`src/rtl/vertex_dma.sv`:
```
`default_nettype none
// ============================================================================
// Module   : vertex_dma
// Purpose  : Vertex-port DMA initiator. It fetches a block from data memory
//            onto a stream, or stores a block from a stream into memory.
// Revision : 1.0 - initial release
// ============================================================================
module vertex_dma #(
    parameter int ADDR_W = 8,
    parameter int DATA_W = 128
) (
    input  logic              clk,
    input  logic              rst,
    input  logic              start,
    input  logic              op,
    input  logic [ADDR_W-1:0] base,
    input  logic [ADDR_W:0]   count,
    output logic              busy,
    output logic              done,
    output logic [ADDR_W-1:0] mem_addr,
    output logic              mem_we,
    output logic [DATA_W-1:0] mem_wdata,
    input  logic [DATA_W-1:0] mem_rdata,
    output logic              out_valid,
    input  logic              out_ready,
    output logic [DATA_W-1:0] out_data,
    input  logic              in_valid,
    output logic              in_ready,
    input  logic [DATA_W-1:0] in_data
);

    localparam logic [ADDR_W:0] c_one = 1;

    typedef enum logic [1:0] {
        S_IDLE  = 2'd0,
        S_FETCH = 2'd1,
        S_DRAIN = 2'd2,
        S_STORE = 2'd3
    } state_t;

    state_t            r_state;
    logic [ADDR_W-1:0] r_base;
    logic [ADDR_W-1:0] r_addr;
    logic [ADDR_W:0]   r_count;
    logic [ADDR_W:0]   r_issued;
    logic [ADDR_W:0]   r_popped;
    logic [ADDR_W:0]   r_written;
    logic              r_pending;
    logic              r_done;
    logic [DATA_W-1:0] r_fifo [2];
    logic              r_wr_ptr;
    logic              r_rd_ptr;
    logic [1:0]        r_fifo_cnt;

    logic              w_pop;
    logic              w_push;
    logic [2:0]        w_occ;
    logic              w_issue;
    logic              w_store_hs;
    logic [ADDR_W-1:0] w_mem_addr;

    assign w_pop      = out_valid & out_ready;
    assign w_push     = r_pending;
    // Occupancy after this cycle's push/pop; a new read needs a free slot beyond it.
    assign w_occ      = {1'b0, r_fifo_cnt} + {2'b00, r_pending} - {2'b00, w_pop};
    assign w_issue    = (r_state == S_FETCH) && (r_issued < r_count) && (w_occ < 3'd2);
    assign w_store_hs = (r_state == S_STORE) && in_valid;

    always_comb begin
        w_mem_addr = r_addr;
        if (r_state == S_STORE) begin
            w_mem_addr = r_base + r_written[ADDR_W-1:0];
        end else if (w_issue) begin
            w_mem_addr = r_base + r_issued[ADDR_W-1:0];
        end
    end

    assign mem_addr  = w_mem_addr;
    assign mem_we    = w_store_hs;
    assign mem_wdata = w_store_hs ? in_data : '0;
    assign in_ready  = (r_state == S_STORE);
    assign busy      = (r_state != S_IDLE);
    assign done      = r_done;
    assign out_valid = (r_fifo_cnt != 2'd0);
    assign out_data  = r_fifo[r_rd_ptr];

    always_ff @(posedge clk) begin
        if (rst) begin
            r_state    <= S_IDLE;
            r_base     <= '0;
            r_addr     <= '0;
            r_count    <= '0;
            r_issued   <= '0;
            r_popped   <= '0;
            r_written  <= '0;
            r_pending  <= 1'b0;
            r_done     <= 1'b0;
            r_fifo[0]  <= '0;
            r_fifo[1]  <= '0;
            r_wr_ptr   <= 1'b0;
            r_rd_ptr   <= 1'b0;
            r_fifo_cnt <= 2'd0;
        end else begin
            r_done     <= 1'b0;
            r_addr     <= w_mem_addr;
            r_pending  <= w_issue;
            r_fifo_cnt <= r_fifo_cnt + {1'b0, w_push} - {1'b0, w_pop};
            if (w_push) begin
                r_fifo[r_wr_ptr] <= mem_rdata;
                r_wr_ptr         <= ~r_wr_ptr;
            end
            if (w_pop) begin
                r_rd_ptr <= ~r_rd_ptr;
                r_popped <= r_popped + c_one;
            end
            if (w_issue) begin
                r_issued <= r_issued + c_one;
            end
            if (w_store_hs) begin
                r_written <= r_written + c_one;
            end

            case (r_state)
                S_IDLE: begin
                    if (start) begin
                        r_base    <= base;
                        r_count   <= count;
                        r_issued  <= '0;
                        r_popped  <= '0;
                        r_written <= '0;
                        if (count == '0) begin
                            r_done <= 1'b1;
                        end else if (op) begin
                            r_state <= S_STORE;
                        end else begin
                            r_state <= S_FETCH;
                        end
                    end
                end
                S_FETCH: begin
                    if (w_issue && (r_issued + c_one == r_count)) begin
                        r_state <= S_DRAIN;
                    end
                end
                S_DRAIN: begin
                    if (w_pop && (r_popped + c_one == r_count)) begin
                        r_state <= S_IDLE;
                        r_done  <= 1'b1;
                    end
                end
                S_STORE: begin
                    if (w_store_hs && (r_written + c_one == r_count)) begin
                        r_state <= S_IDLE;
                        r_done  <= 1'b1;
                    end
                end
                default: r_state <= S_IDLE;
            endcase
        end
    end

endmodule
`default_nettype wire

```
`config.mk`:
```
export PLATFORM = sky130hd
export DESIGN_NAME = vertex_dma
export DESIGN_NICKNAME = d
export VERILOG_FILES = /design/src/rtl/vertex_dma.sv
export SDC_FILE = /design/constraint.sdc
export NUM_CORES = 1
export LEC_CHECK = 0
export ABC_CLOCK_PERIOD_IN_PS = 15400
export CORE_AREA = 2 2 212 214
export DETAILED_ROUTE_END_ITERATION = 16
export DIE_AREA = 0 0 214 216
export PLACE_DENSITY = 0.66
export SYNTH_ARGS = -nofsm -noshare
export SYNTH_HDL_FRONTEND = slang
export SYNTH_SLANG_ARGS = --single-unit
```
`constraint.sdc`:
```
create_clock -name clk -period 15.4 [get_ports clk]
set_input_delay 4.62 -clock clk [delete_from_list [all_inputs] [get_ports clk]]
set_output_delay 4.62 -clock clk [all_outputs]
set_load 0.01 [all_outputs]
```
# Word-level counts from Yosys, hierarchy flattened
# Memory sizes are Yosys's and may differ from the RTL's. A register that Yosys moved wholly into a read port is not among the register bits.
# Cells that the tools add are included.
dict set report totals {
  reg_bits 60
  ramBits 256
  input_bits 279
  output_inout_bits 269
  elab_cells 85
  memories 1
}
# name depth word_bits read_ports rd_clocked_by_memory_dff write_ports line
set mem_list {}
lappend mem_list {r_fifo 2 128 1 1 2 50} ;# logic [DATA_W-1:0] r_fifo [2];
dict set report op_classes {
  n_addsub 9
  magnitude_cmp 2
  n_eq_ne 11
  n_mux 34
  n_bitwise 3
  n_reduce_logical 13
}
# cell n
set op_table {}
lappend op_table {{$mux W128} 2}
lappend op_table {{$reduce_or A128 Y1} 1}
lappend op_table {{$mux W9} 9}
lappend op_table {{$add A9 B1 Y9 const B} 3}
lappend op_table {{$eq A9 B9 Y1} 3}
lappend op_table {{$add A8 B8 Y8} 2}
lappend op_table {{$mux W8} 2}
lappend op_table {{$mux W1} 13}
lappend op_table {{$mux W2} 6}
lappend op_table {{$logic_not A9 Y1} 1}
lappend op_table {{$lt A9 B9 Y1} 1}
lappend op_table {{$pmux W2 S4} 1}
lappend op_table {{$logic_and A1 B1 Y1} 6}
lappend op_table {{$ne A2 B2 Y1 const B} 3}
lappend op_table {{$reduce_and A5 Y1} 1}
lappend op_table {{$eq A2 B2 Y1 const B} 2}
lappend op_table {{$ne A2 B1 Y1 const B} 2}
lappend op_table {{$reduce_bool A2 Y1} 2}
lappend op_table {{$add A2 B1 Y3} 1}
lappend op_table {{$lt A3 B2 Y1 const B} 1}
lappend op_table {{$pmux W1 S3} 1}
lappend op_table {{$sub A3 B1 Y3} 1}
lappend op_table {{$add A2 B1 Y2} 1}
lappend op_table {{$eq A2 B1 Y1 const B} 1}
lappend op_table {{5 further kinds} 6}

# Logic depth before layout (Yosys ltp)
dict set report logic_depth {
  word_depth 8
  ltp_mapped 15
  depth_no_buf 13
}

# Worst setup path after synthesis
# Ideal clock, no wire load.
dict set report synth_path {
  path_kind {input-to-output}
  from {in out_ready}
  to {out mem_addr[6]}
  t_arrival_ps 7260
  t_required_ps 10780
  setup_slack_ps 3520
  cell_stages 13
  n_path_buf 2
  cell_sequence {nand2_1 > clkinv_1 > ha_1 > inv_1 > ha_1 > fa_1 > nor4_2 > o211ai_1 > a211o_1 > buf_6 > buf_8 > o311a_1 > a21oi_1}
}
dict set report synth_via {
  elab_chain_len 6
}
# item line
set synth_lines {}
lappend synth_lines {{from (decl)} 25} ;# input logic out_ready,
lappend synth_lines {{$and A1 B1 Y1} 62} ;# assign w_pop = out_valid & out_ready;
lappend synth_lines {{$sub A3 B1 Y3} 65} ;# assign w_occ = {1'b0, r_fifo_cnt} + {2'b00, r_pending} - {2'b00, w_pop};
lappend synth_lines {{via w_occ[1]} 57} ;# logic [2:0] w_occ;
lappend synth_lines {{$lt A3 B2 Y1} 66} ;# assign w_issue = (r_state == S_FETCH) && (r_issued < r_count) && (w_occ < 3'd2);
lappend synth_lines {{$logic_and A1 B1 Y1} 66}
lappend synth_lines {{$mux W8} 73} ;# end else if (w_issue) begin
lappend synth_lines {{$mux W8} 71} ;# if (r_state == S_STORE) begin
lappend synth_lines {{to (decl)} 20} ;# output logic [ADDR_W-1:0] mem_addr,
# The timed path passes the listed nets, and every way through them passes these cells.

# Worst setup path in the final report
# Ends and elaborated chain as after synthesis.

==> impl_metrics.ini <==
[floorplan]
die-area_sq_mm = 0.0462
io_pins = 548
start_util = 0.361
num_rows = 77
die_w_um = 214
die_y_um = 216
placeableCoreArea_sq_mm = 0.0438

[route]
drt_first_iter_violations = 701
via_count = 11900
wirelength_um = 52100
drt.antenna.violating_nets = 0
viasPerCell = 4.82
drc = 0
wl_per_cell_um = 21.1
dr.pass1.iters = 5

[setup_path]
critPathMaxFanout = 25
criticalPathCategory = primary input to primary output
start_kind = primary input
crit_path_end_kind = primary output
required_ns = 10.78
rrSetupSlack_ns = 11.65
cp.arrival_ns = 8.40

[global_routing]
grt_max_degree = 79
track_usage = 0.217
globalRoute.totalOverflow = 0
grt_pass1_wl_um = 75800
grt_pass1_vias = 12100
antenna_found_initial = 4

[timing]
relSlewSlack = 0.274
finalWorstSetupSlack_ns = 2.38
setup_viol = 0
hold_viol = 0
drv_slew = 0
worst_pin_slew_ns = 1.09
finClkSkew_ns = 0.0131
tns_ns = 0
rsz0062_at_grt = no
period_share = 0.846
fin_crit_ns = 13.02
fmax_mhz = 76.8

[placed_design]
dpl.hpwl_um = 38600
globalplace.congestion = 0.961
io_buffer_count = 547
place_worst_setup_slack_ns = 2.38

[power_and_ir_drop]
switchingPower_uw = 659
pwr-share-clk = 0.321
leakage_nw = 8.45
ir_drop_uv = 65.8
power_frac_comb = 0.260
switching_share = 0.263
pwr-share-seq = 0.419
internal-power_mw = 1.84
finalPower_mw = 2.50
powerDensity_mw_per_mm2 = 109

[logic_synthesis]
synth_nets = 1645
yosysSeqAreaShare = 0.563
synth.avg_cell_area_sq_um = 11.8
syn_area_sq_mm = 0.0158
syn_inst = 1335
synth-seq-cells = 317
yosysWarningCount = 0
synth_edf_count = 256
synthDominantCellAreaShare = 0.486
synth_ff_type = edfxtp_1
async_flop_share = 0
yosysTopAreaCell = edfxtp_1
yosys.cell_types.count = 60
netlist_top_cells_area = edfxtp_1 49%, and2_1 16%, mux2_2 9.2%

[cells_and_area]
fin_nets = 2155
layout-drive-gt1-share = 0.107
fillers = 3866
area_growth_pct = 44.7

[clock_tree]
root_buffer = clkbuf_16
cts_tree = yes
path_clk_slew_ns = 0.06
clk_latency_ns = 0.51
cts.sinks = 317
numCtsBuffers = 35
cts_resized = 0
post-cts-setup-buffers = 0
h-tree-depth = 2
ctsHoldBuffers = 0
clk_path_buf_depth = 3

[outcome]
status = finished, final reports clean

[hold_path]
hp-class = register to register

[flow_run]
drv_cap = 0
flip-flops by register name, summed over array words and instances, names as in the netlist, named ones only:
register / count
r_state: 2
r_addr: 8
r_popped: 9
r_count: 9
r_fifo_cnt: 2
r_base: 8
r_written: 9
r_pending: 1
r_issued: 9
r_wr_ptr: 1
r_fifo: 256
r_rd_ptr: 1
done: 1
worst max-delay path, stage by stage:
cell             delay, ns
clkdlybuf4s50_1       0.40
nand2_1               0.21
clkinv_1              0.26
ha_1                  0.35
inv_1                 0.04
ha_1                  0.18
fa_1                  0.47
nor4_2                0.15
o211ai_1              0.11
a211o_1               0.23
buf_4                 0.23
o311a_1               0.40
a21oi_1               0.17
clkdlybuf4s50_1       0.57
per-stage QoR:
stage                     area (sq um)  std cells  hold WS [ns]   util
after floorplan                  15800       1335         0.458      -
after global placement           21800       2400         0.489  0.497
after detailed placement         21800       2400         0.500  0.497
after CTS                        22900       2464         0.508  0.522
after global routing             22900       2467         0.537  0.522
final                            22900       2467         0.506  0.522
logic make-up after synthesis:
family	count (synthesis)	share of synthesized area
simple gates	574	0.212
xor+xnor	63	0.0349
flops	317	0.563
compound gates	98	0.0385
buf+inv	115	0.0289
mux	137	0.0969
fa+ha+maj	31	0.0259
final cells by class:
cell class              count  area [sq um]  area share
diodes                      3          7.51    0.000328
clock buffers              45           945      0.0413
clock inverters            19           148     0.00645
inverters                  31           116     0.00508
multi-input cells         903          6470       0.283
flip-flops and latches    317          8910       0.389
well taps                 592           741      0.0324
repair buffers            557          5550       0.242
synth_stat cells, types with 4 or more instances:
master / n
dfxtp_1: 61
xor2_1: 18
ha_1: 28
o21a_1: 6
clkbuf_1: 75
and2_1: 393
a21oi_1: 43
nor3_1: 6
buf_2: 5
nor2_1: 45
nor2b_1: 6
and3_1: 5
nor3b_1: 4
o21ai_0: 17
mux2i_1: 8
mux2_2: 129
inv_1: 27
a211o_1: 4
edfxtp_1: 256
nor4_1: 7
nand2_1: 65
nand4_1: 6
nand3_1: 14
or3_1: 7
xnor2_1: 45
power groups by stage:
stage | clock network, mW | logic [mW] | registers, mW
floorplan | 0 | 0.330 | 1.03
finish | 0.801 | 0.650 | 1.05
CTS | 0.822 | 0.659 | 1.05
global route | 0.853 | 0.688 | 1.06
global placement | 0 | 0.655 | 1.07
detailed placement | 0 | 0.656 | 1.07
routing by layer:
metal  vias to the layer above  GRT usage  share of wire
met3                       104     0.0598          0.077
met1                      5681      0.231           0.36
met2                       479      0.392           0.51
met5                         -          0        0.00019
li1                       5628          -              -
met4                         2      0.110          0.051
cells in the final DEF, fill, tap and decap left out, types with 3 or more instances in the layout:
cell               n
clkdlybuf4s50_1  547
nor3_1             6
and3_1             3
nor3b_1            4
nand2_1           65
or3_1              7
and2_1           393
mux2i_1            8
o211ai_1           3
a211o_1            4
nor4_1             7
o21a_1             6
diode_2            3
ha_1              28
a31oi_1            3
nor2_1            45
clkbuf_1           8
nand3_1           14
nor2b_1            6
o21ai_0           17
a21oi_1           43
buf_4             10
dfxtp_1           60
clkinv_2           4
inv_1             27
clkbuf_16         36
nand2b_1           3
xor2_1            18
mux2_2           129
clkinv_1          12
xnor2_1           45
edfxtp_1         256
nand4_1            6
fa_1               3
path summary, 6_finish.rpt:
path / start / endpoint / depth (start not counted)
max: out_ready / mem_addr[6] / 14
min: r_base[3]$_SDFFE_PP0P_ / r_base[3]$_SDFFE_PP0P_ / 2
max reg2reg: r_fifo_cnt[1]$_SDFF_PP0_ / r_state[1]$_SDFFE_PP0P_ / 14
min reg2reg: r_base[3]$_SDFFE_PP0P_ / r_base[3]$_SDFFE_PP0P_ / 2
Note: power is estimated with default switching activity, not from simulation.
